==> src/rtl/mem_access_pkg.sv <==
// Shared types and helpers for the MEM-stage data-memory initiator.
// Opcode bit 3 marks a store; bits 1:0 encode the access size.
package mem_access_pkg;

    typedef enum logic [3:0] {
        OP_LB  = 4'b0000,
        OP_LH  = 4'b0001,
        OP_LW  = 4'b0011,
        OP_LBU = 4'b0100,
        OP_LHU = 4'b0101,
        OP_SB  = 4'b1000,
        OP_SH  = 4'b1001,
        OP_SW  = 4'b1011
    } mem_op_e;

    typedef enum logic {
        ST_IDLE = 1'b0,
        ST_RMW  = 1'b1
    } state_e;

    localparam logic [1:0] SIZE_B = 2'd0;
    localparam logic [1:0] SIZE_H = 2'd1;
    localparam logic [1:0] SIZE_W = 2'd2;

    function automatic logic is_store(input logic [3:0] op);
        return op[3];
    endfunction

    function automatic logic [1:0] access_size(input logic [3:0] op);
        case (op[1:0])
            2'b01:   return SIZE_H;
            2'b11:   return SIZE_W;
            default: return SIZE_B;
        endcase
    endfunction

    function automatic logic op_defined(input logic [3:0] op);
        case (op)
            OP_LB, OP_LH, OP_LW, OP_LBU, OP_LHU, OP_SB, OP_SH, OP_SW: return 1'b1;
            default: return 1'b0;
        endcase
    endfunction

endpackage

==> src/rtl/mem_access_unit_lane_align.sv <==
// Little-endian lane handling: load extraction with sign/zero extension,
// and the merge of store data into an existing word for sub-word stores.
module lane_align
    import mem_access_pkg::*;
(
    input  logic [31:0] word,
    input  logic [31:0] wdata,
    input  logic [1:0]  size,
    input  logic [1:0]  lane,
    input  logic        sign_ext,
    output logic [31:0] load_data,
    output logic [31:0] merge_data
);

    logic [7:0]  byte_sel;
    logic [15:0] half_sel;

    always_comb begin
        byte_sel   = word[{lane, 3'b000} +: 8];
        half_sel   = lane[1] ? word[31:16] : word[15:0];
        load_data  = word;
        merge_data = word;
        case (size)
            SIZE_B: begin
                load_data = {{24{sign_ext & byte_sel[7]}}, byte_sel};
                merge_data[{lane, 3'b000} +: 8] = wdata[7:0];
            end
            SIZE_H: begin
                load_data = {{16{sign_ext & half_sel[15]}}, half_sel};
                if (lane[1]) merge_data[31:16] = wdata[15:0];
                else         merge_data[15:0]  = wdata[15:0];
            end
            default: merge_data = wdata;
        endcase
    end

endmodule

==> src/rtl/mem_access_unit.sv <==
// MEM-stage initiator: accepts load/store requests, returns a registered
// response, and stalls the pipeline for one cycle on sub-word stores (RMW).
module mem_access_unit
    import mem_access_pkg::*;
#(
    parameter int MEM_WORDS = 1024,
    parameter int ADDR_W    = 32
) (
    input  logic              clk,
    input  logic              reset,
    input  logic              req_valid,
    output logic              req_ready,
    input  logic [3:0]        req_op,
    input  logic [ADDR_W-1:0] req_addr,
    input  logic [31:0]       req_wdata,
    output logic              resp_valid,
    output logic [31:0]       resp_rdata,
    output logic              resp_err,
    output logic              mem_we,
    output logic [ADDR_W-1:0] mem_addr,
    output logic [31:0]       mem_wdata,
    input  logic [31:0]       mem_rdata
);

    localparam logic [ADDR_W:0] ADDR_LIMIT = (ADDR_W+1)'(MEM_WORDS * 4);

    state_e            state_q, state_d;
    logic              resp_valid_q, resp_valid_d;
    logic [31:0]       resp_rdata_q, resp_rdata_d;
    logic              resp_err_q, resp_err_d;
    logic [31:0]       merge_q, merge_d;
    logic [ADDR_W-1:0] waddr_q, waddr_d;

    logic              accept;
    logic              req_err;
    logic [1:0]        size;
    logic [ADDR_W-1:0] word_addr;
    logic [31:0]       lane_load;
    logic [31:0]       lane_merge;

    assign size      = access_size(req_op);
    assign word_addr = {req_addr[ADDR_W-1:2], 2'b00};
    assign req_err   = !op_defined(req_op)
                     || ({1'b0, req_addr} >= ADDR_LIMIT)
                     || (size == SIZE_H && req_addr[0])
                     || (size == SIZE_W && req_addr[1:0] != 2'b00);

    lane_align u_lane_align (
        .word       (mem_rdata),
        .wdata      (req_wdata),
        .size       (size),
        .lane       (req_addr[1:0]),
        .sign_ext   (!req_op[2]),
        .load_data  (lane_load),
        .merge_data (lane_merge)
    );

    // Handshake: a request transfers on a rising edge where req_valid && req_ready
    // are both high; resp_valid is a one-cycle pulse per transferred request.
    always_comb begin
        state_d      = state_q;
        resp_valid_d = 1'b0;
        resp_rdata_d = '0;
        resp_err_d   = 1'b0;
        merge_d      = merge_q;
        waddr_d      = waddr_q;
        req_ready    = 1'b1;
        mem_we       = 1'b0;
        mem_addr     = word_addr;
        mem_wdata    = '0;
        accept       = 1'b0;

        case (state_q)
            ST_IDLE: begin
                accept = req_valid && !reset;
                if (accept) begin
                    if (req_err) begin
                        resp_valid_d = 1'b1;
                        resp_err_d   = 1'b1;
                    end else if (is_store(req_op)) begin
                        if (size == SIZE_W) begin
                            mem_we       = 1'b1;
                            mem_wdata    = req_wdata;
                            resp_valid_d = 1'b1;
                        end else begin
                            merge_d = lane_merge;
                            waddr_d = word_addr;
                            state_d = ST_RMW;
                        end
                    end else begin
                        resp_valid_d = 1'b1;
                        resp_rdata_d = lane_load;
                    end
                end
            end
            ST_RMW: begin
                req_ready    = 1'b0;
                mem_we       = 1'b1;
                mem_addr     = waddr_q;
                mem_wdata    = merge_q;
                resp_valid_d = 1'b1;
                state_d      = ST_IDLE;
            end
            default: state_d = ST_IDLE;
        endcase

        // Reset suppresses any in-flight RMW write within the same cycle.
        if (reset) begin
            req_ready = 1'b1;
            mem_we    = 1'b0;
            mem_addr  = '0;
            mem_wdata = '0;
        end
    end

    always_ff @(posedge clk) begin
        if (reset) begin
            state_q      <= ST_IDLE;
            resp_valid_q <= 1'b0;
            resp_rdata_q <= '0;
            resp_err_q   <= 1'b0;
            merge_q      <= '0;
            waddr_q      <= '0;
        end else begin
            state_q      <= state_d;
            resp_valid_q <= resp_valid_d;
            resp_rdata_q <= resp_rdata_d;
            resp_err_q   <= resp_err_d;
            merge_q      <= merge_d;
            waddr_q      <= waddr_d;
        end
    end

    assign resp_valid = resp_valid_q;
    assign resp_rdata = resp_rdata_q;
    assign resp_err   = resp_err_q;

endmodule

==> config.mk <==
export PLATFORM = sky130hd
export DESIGN_NAME = mem_access_unit
export DESIGN_NICKNAME = d
export VERILOG_FILES = /design/src/rtl/mem_access_pkg.sv /design/src/rtl/mem_access_unit_lane_align.sv /design/src/rtl/mem_access_unit.sv
export SDC_FILE = /design/constraint.sdc
export NUM_CORES = 1
export LEC_CHECK = 0
export CAP_MARGIN = 20
export CORE_AREA = 2 2 159 99
export DETAILED_ROUTE_END_ITERATION = 10
export DIE_AREA = 0 0 161 101
export PLACE_DENSITY = 0.7
export SYNTH_ARGS = -nofsm -noshare
export SYNTH_HDL_FRONTEND = slang
export SYNTH_SLANG_ARGS = --single-unit
==> constraint.sdc <==
create_clock -name clk -period 9.3 [get_ports clk]
set_input_delay 0.93 -clock clk [delete_from_list [all_inputs] [get_ports clk]]
set_output_delay 0.93 -clock clk [all_outputs]
set_load 0.03 [all_outputs]
==> run metrics <==
outcome=finished, final reports clean; WS Path Type=primary input to output port; layout overhead on the synthesized area=41.23%; max-slew violations=0; H-tree levels=3; Fin Clk Skew=~0.0076 ns; RSZ-0062 raised after global routing=no; CTS Buf Count=9; crit path capture=mem_we; CP Data Required Time=8.37 ns; Cell Area, Synth=approximately 5700 um^2; Die X-Extent=between 150 and 200 um; pin count of the biggest net entering global routing=75; hold crit path type=flip-flop to flip-flop; DIE AREA=16260 um^2; clk_lat worst skew=~0.35 ns; Multi-input gate area=about 3300 um^2; CTS tree=done; crit path time final=about 6.1 ns; Worst Max-Slew Pin Slew=between 1 and 1.5 ns; cells after synthesis=~680; Async SR Flop Fraction=0%; WL/cell=roughly 20 um; max-cap viol count=0; Critical path origin=req_op[0]; CTS Sinks=97; post-synthesis sequential area ratio=34.22%; most used cell, CP=clkdlybuf4s50_1; dominant cell type by area after synthesis=dfxtp_1; Reg area=just under 2000 um^2; CTS resizes=0; Total Routing Usage GR=24.86%; Critical Path, Cell by Cell=clkdlybuf4s50_1 > buf_4 > clkinv_1 > o31ai_1 > or4b_2 > o41ai_1 > clkdlybuf4s50_1; synthesized area per cell=between 8 and 9 um^2; critical path endpoint category=output port; setup violators final=0; CP bufs+invs=4; Worst path slowest cell=o31ai_1; placer's final routability congestion estimate=0.9667; Max rail drop VDD=between 0.06 and 0.07 mV; Post-Route WL=approximately 21 mm; initial antenna violation count=0; arrival time worst endpoint=5.20 ns; routed vias/inst=5.613; Row Count=35; reg2reg setup slack=approximately 6 ns; post-synthesis cell type count=54; Port Buf Inserts=200; setup fix buffers added after clock tree synthesis=0; Ports=around 200; Max transition margin=around 30%; layout cell share with drive strength beyond 1=5.522%; vias in the first global route=5409; hold buffer count at cts=0; CP peak stage delay=about 1 ns; R2R Path Start=state_q; total power=a little under 1 mW; # diodes=0; Final ANT Viol Nets=0; reg2reg end=waddr_q[2]; synth top area cells=dfxtp_1 34%, mux2i_1 15%, a22o_1 5.1%; Initial Utilization=between 30% and 40%; CTS root buffer=clkbuf_16; DP HPWL=15.60 mm; Iteration-0 DRC Markers=~660; die height=a little over 100 um; core area=roughly 15000 um^2; top cell type's share of synthesized area=approximately 34%; first-pass GRT wire length=about 31 mm; nets=between 900 and 1000; Bufs on Longest Clock Path=2; max frequency=between 150 and 200 MHz; number of synthesized flops with an enable pin=0; Setup TNS=0 ns; DR DRC count=0; GRT Residual Overflow=0; Primary FF master, synth=dfxtp_1; filler cell count=around 1400; crit path launch type=primary input; Reg2Reg Depth=6; CTS clk-pin slew, worst paths=approximately 0.070 ns; period utilization=around two thirds; Leakage=roughly 3.1 nW; #FFs+latches synth=97; Yosys warning total=0; pwr dens=around 120 nW/um^2; CP Depth=7; Pre-Repair DR Iteration Count=6; Fin. Hold Viols=0; crit-path max FO=45; vias=about 5800; crit-path leading delay family=buffers and inverters
kinds of logic (layout without fill, tap and decap cells):
logic type	count (synthesis)	after routing	share of synthesized area (%)
AO/OA/AOI/OAI	160	160	20.60
AND/OR/NAND/NOR	218	218	19.10
buffers and inverters	103	259	7.541
flip-flops	97	97	34.22
other	1	2	0.06609
adder cells (fa/ha/maj)	4	4	0.8821
multiplexers	93	93	17.60
layout by cell type (no fill, tap or decap), types with 16 or more instances in the layout:
cell type,count
mux2i_1,84
nand2_1,62
dfxtp_1,96
and3_1,25
o221ai_1,16
o21ai_0,26
a21oi_1,25
a22o_1,33
clkdlybuf4s50_1,199
nor3_1,19
inv_1,29
nor2_1,52
report_power, final:
group / total, mW / internal [mW] / switching [mW] / leakage, nW
logic: 0.198 / 0.0863 / 0.112 / 2.18
clock network: 0.364 / 0.187 / 0.177 / 0.135
registers: 0.415 / 0.415 / 0.000111 / 0.782
final cells by class:
cell class | instances | share of cell area, %
inverters | 32 | 1.499
clock buffers | 9 | 2.810
clock inverters | 7 | 0.7650
well taps | 203 | 3.169
repair buffers | 211 | 26.10
multi-input cells | 477 | 41.41
flip-flops and latches | 97 | 24.25
how the worst min path moves through the flow:
stage                     start           to  slack (ns)  cells past startpoint
finish               waddr_q[7]   waddr_q[7]        0.46                      2
global route         waddr_q[4]   waddr_q[4]        0.48                      2
CTS                  waddr_q[7]   waddr_q[7]        0.46                      2
detailed placement  waddr_q[10]  waddr_q[10]        0.45                      2
global placement     waddr_q[7]   waddr_q[7]        0.44                      2
floorplan           waddr_q[10]  waddr_q[10]        0.43                      2
metal layers:
metal	wire length [um]	GRT usage [%]	up-vias
met5	0	0	-
met4	239	5.151	0
met3	2319	7.445	20
met2	8248	34.96	289
met1	10060	37.06	2727
li1	-	-	2779
Yosys cell counts, drive strengths merged (7+ instances only):
library cell / n
a22oi: 8
nor4: 16
nor2b: 10
nand3: 9
a2111oi: 7
nor2: 52
o31ai: 11
nand2: 62
mux2i: 84
and3: 25
nor3: 19
a21oi: 25
clkbuf: 54
o21ai: 27
inv: 31
o221ai: 16
buf: 17
a22o: 33
dfxtp: 97
worst min-delay path: cells and delay by family, from the launching register on:
kind | cells | cell delay [ns]
flip-flops | 1 | 0.31
multiplexers | 1 | 0.05
AND/OR/NAND/NOR | 1 | 0.05
registers in the layout (all words and copies together), names as in the netlist:
name        flops
merge_q        32
state_q         1
waddr_q        30
resp_err        1
resp_valid      1
resp_rdata     32
per-stage QoR:
step	instance area (um^2)	utilization, %	cells	setup slack (ns)	hold slack (ns)
2_1_floorplan	5678	-	677	3.917	0.4344
3_3_place_gp	7707	51.76	1019	3.382	0.4450
3_5_place_dp	7707	51.76	1019	3.284	0.4519
4_1_cts	7994	53.69	1035	3.267	0.4608
5_1_grt	8014	53.82	1036	2.917	0.4777
6_report	8014	53.82	1036	3.167	0.4617
Note: power is estimated with default switching activity, not from simulation.
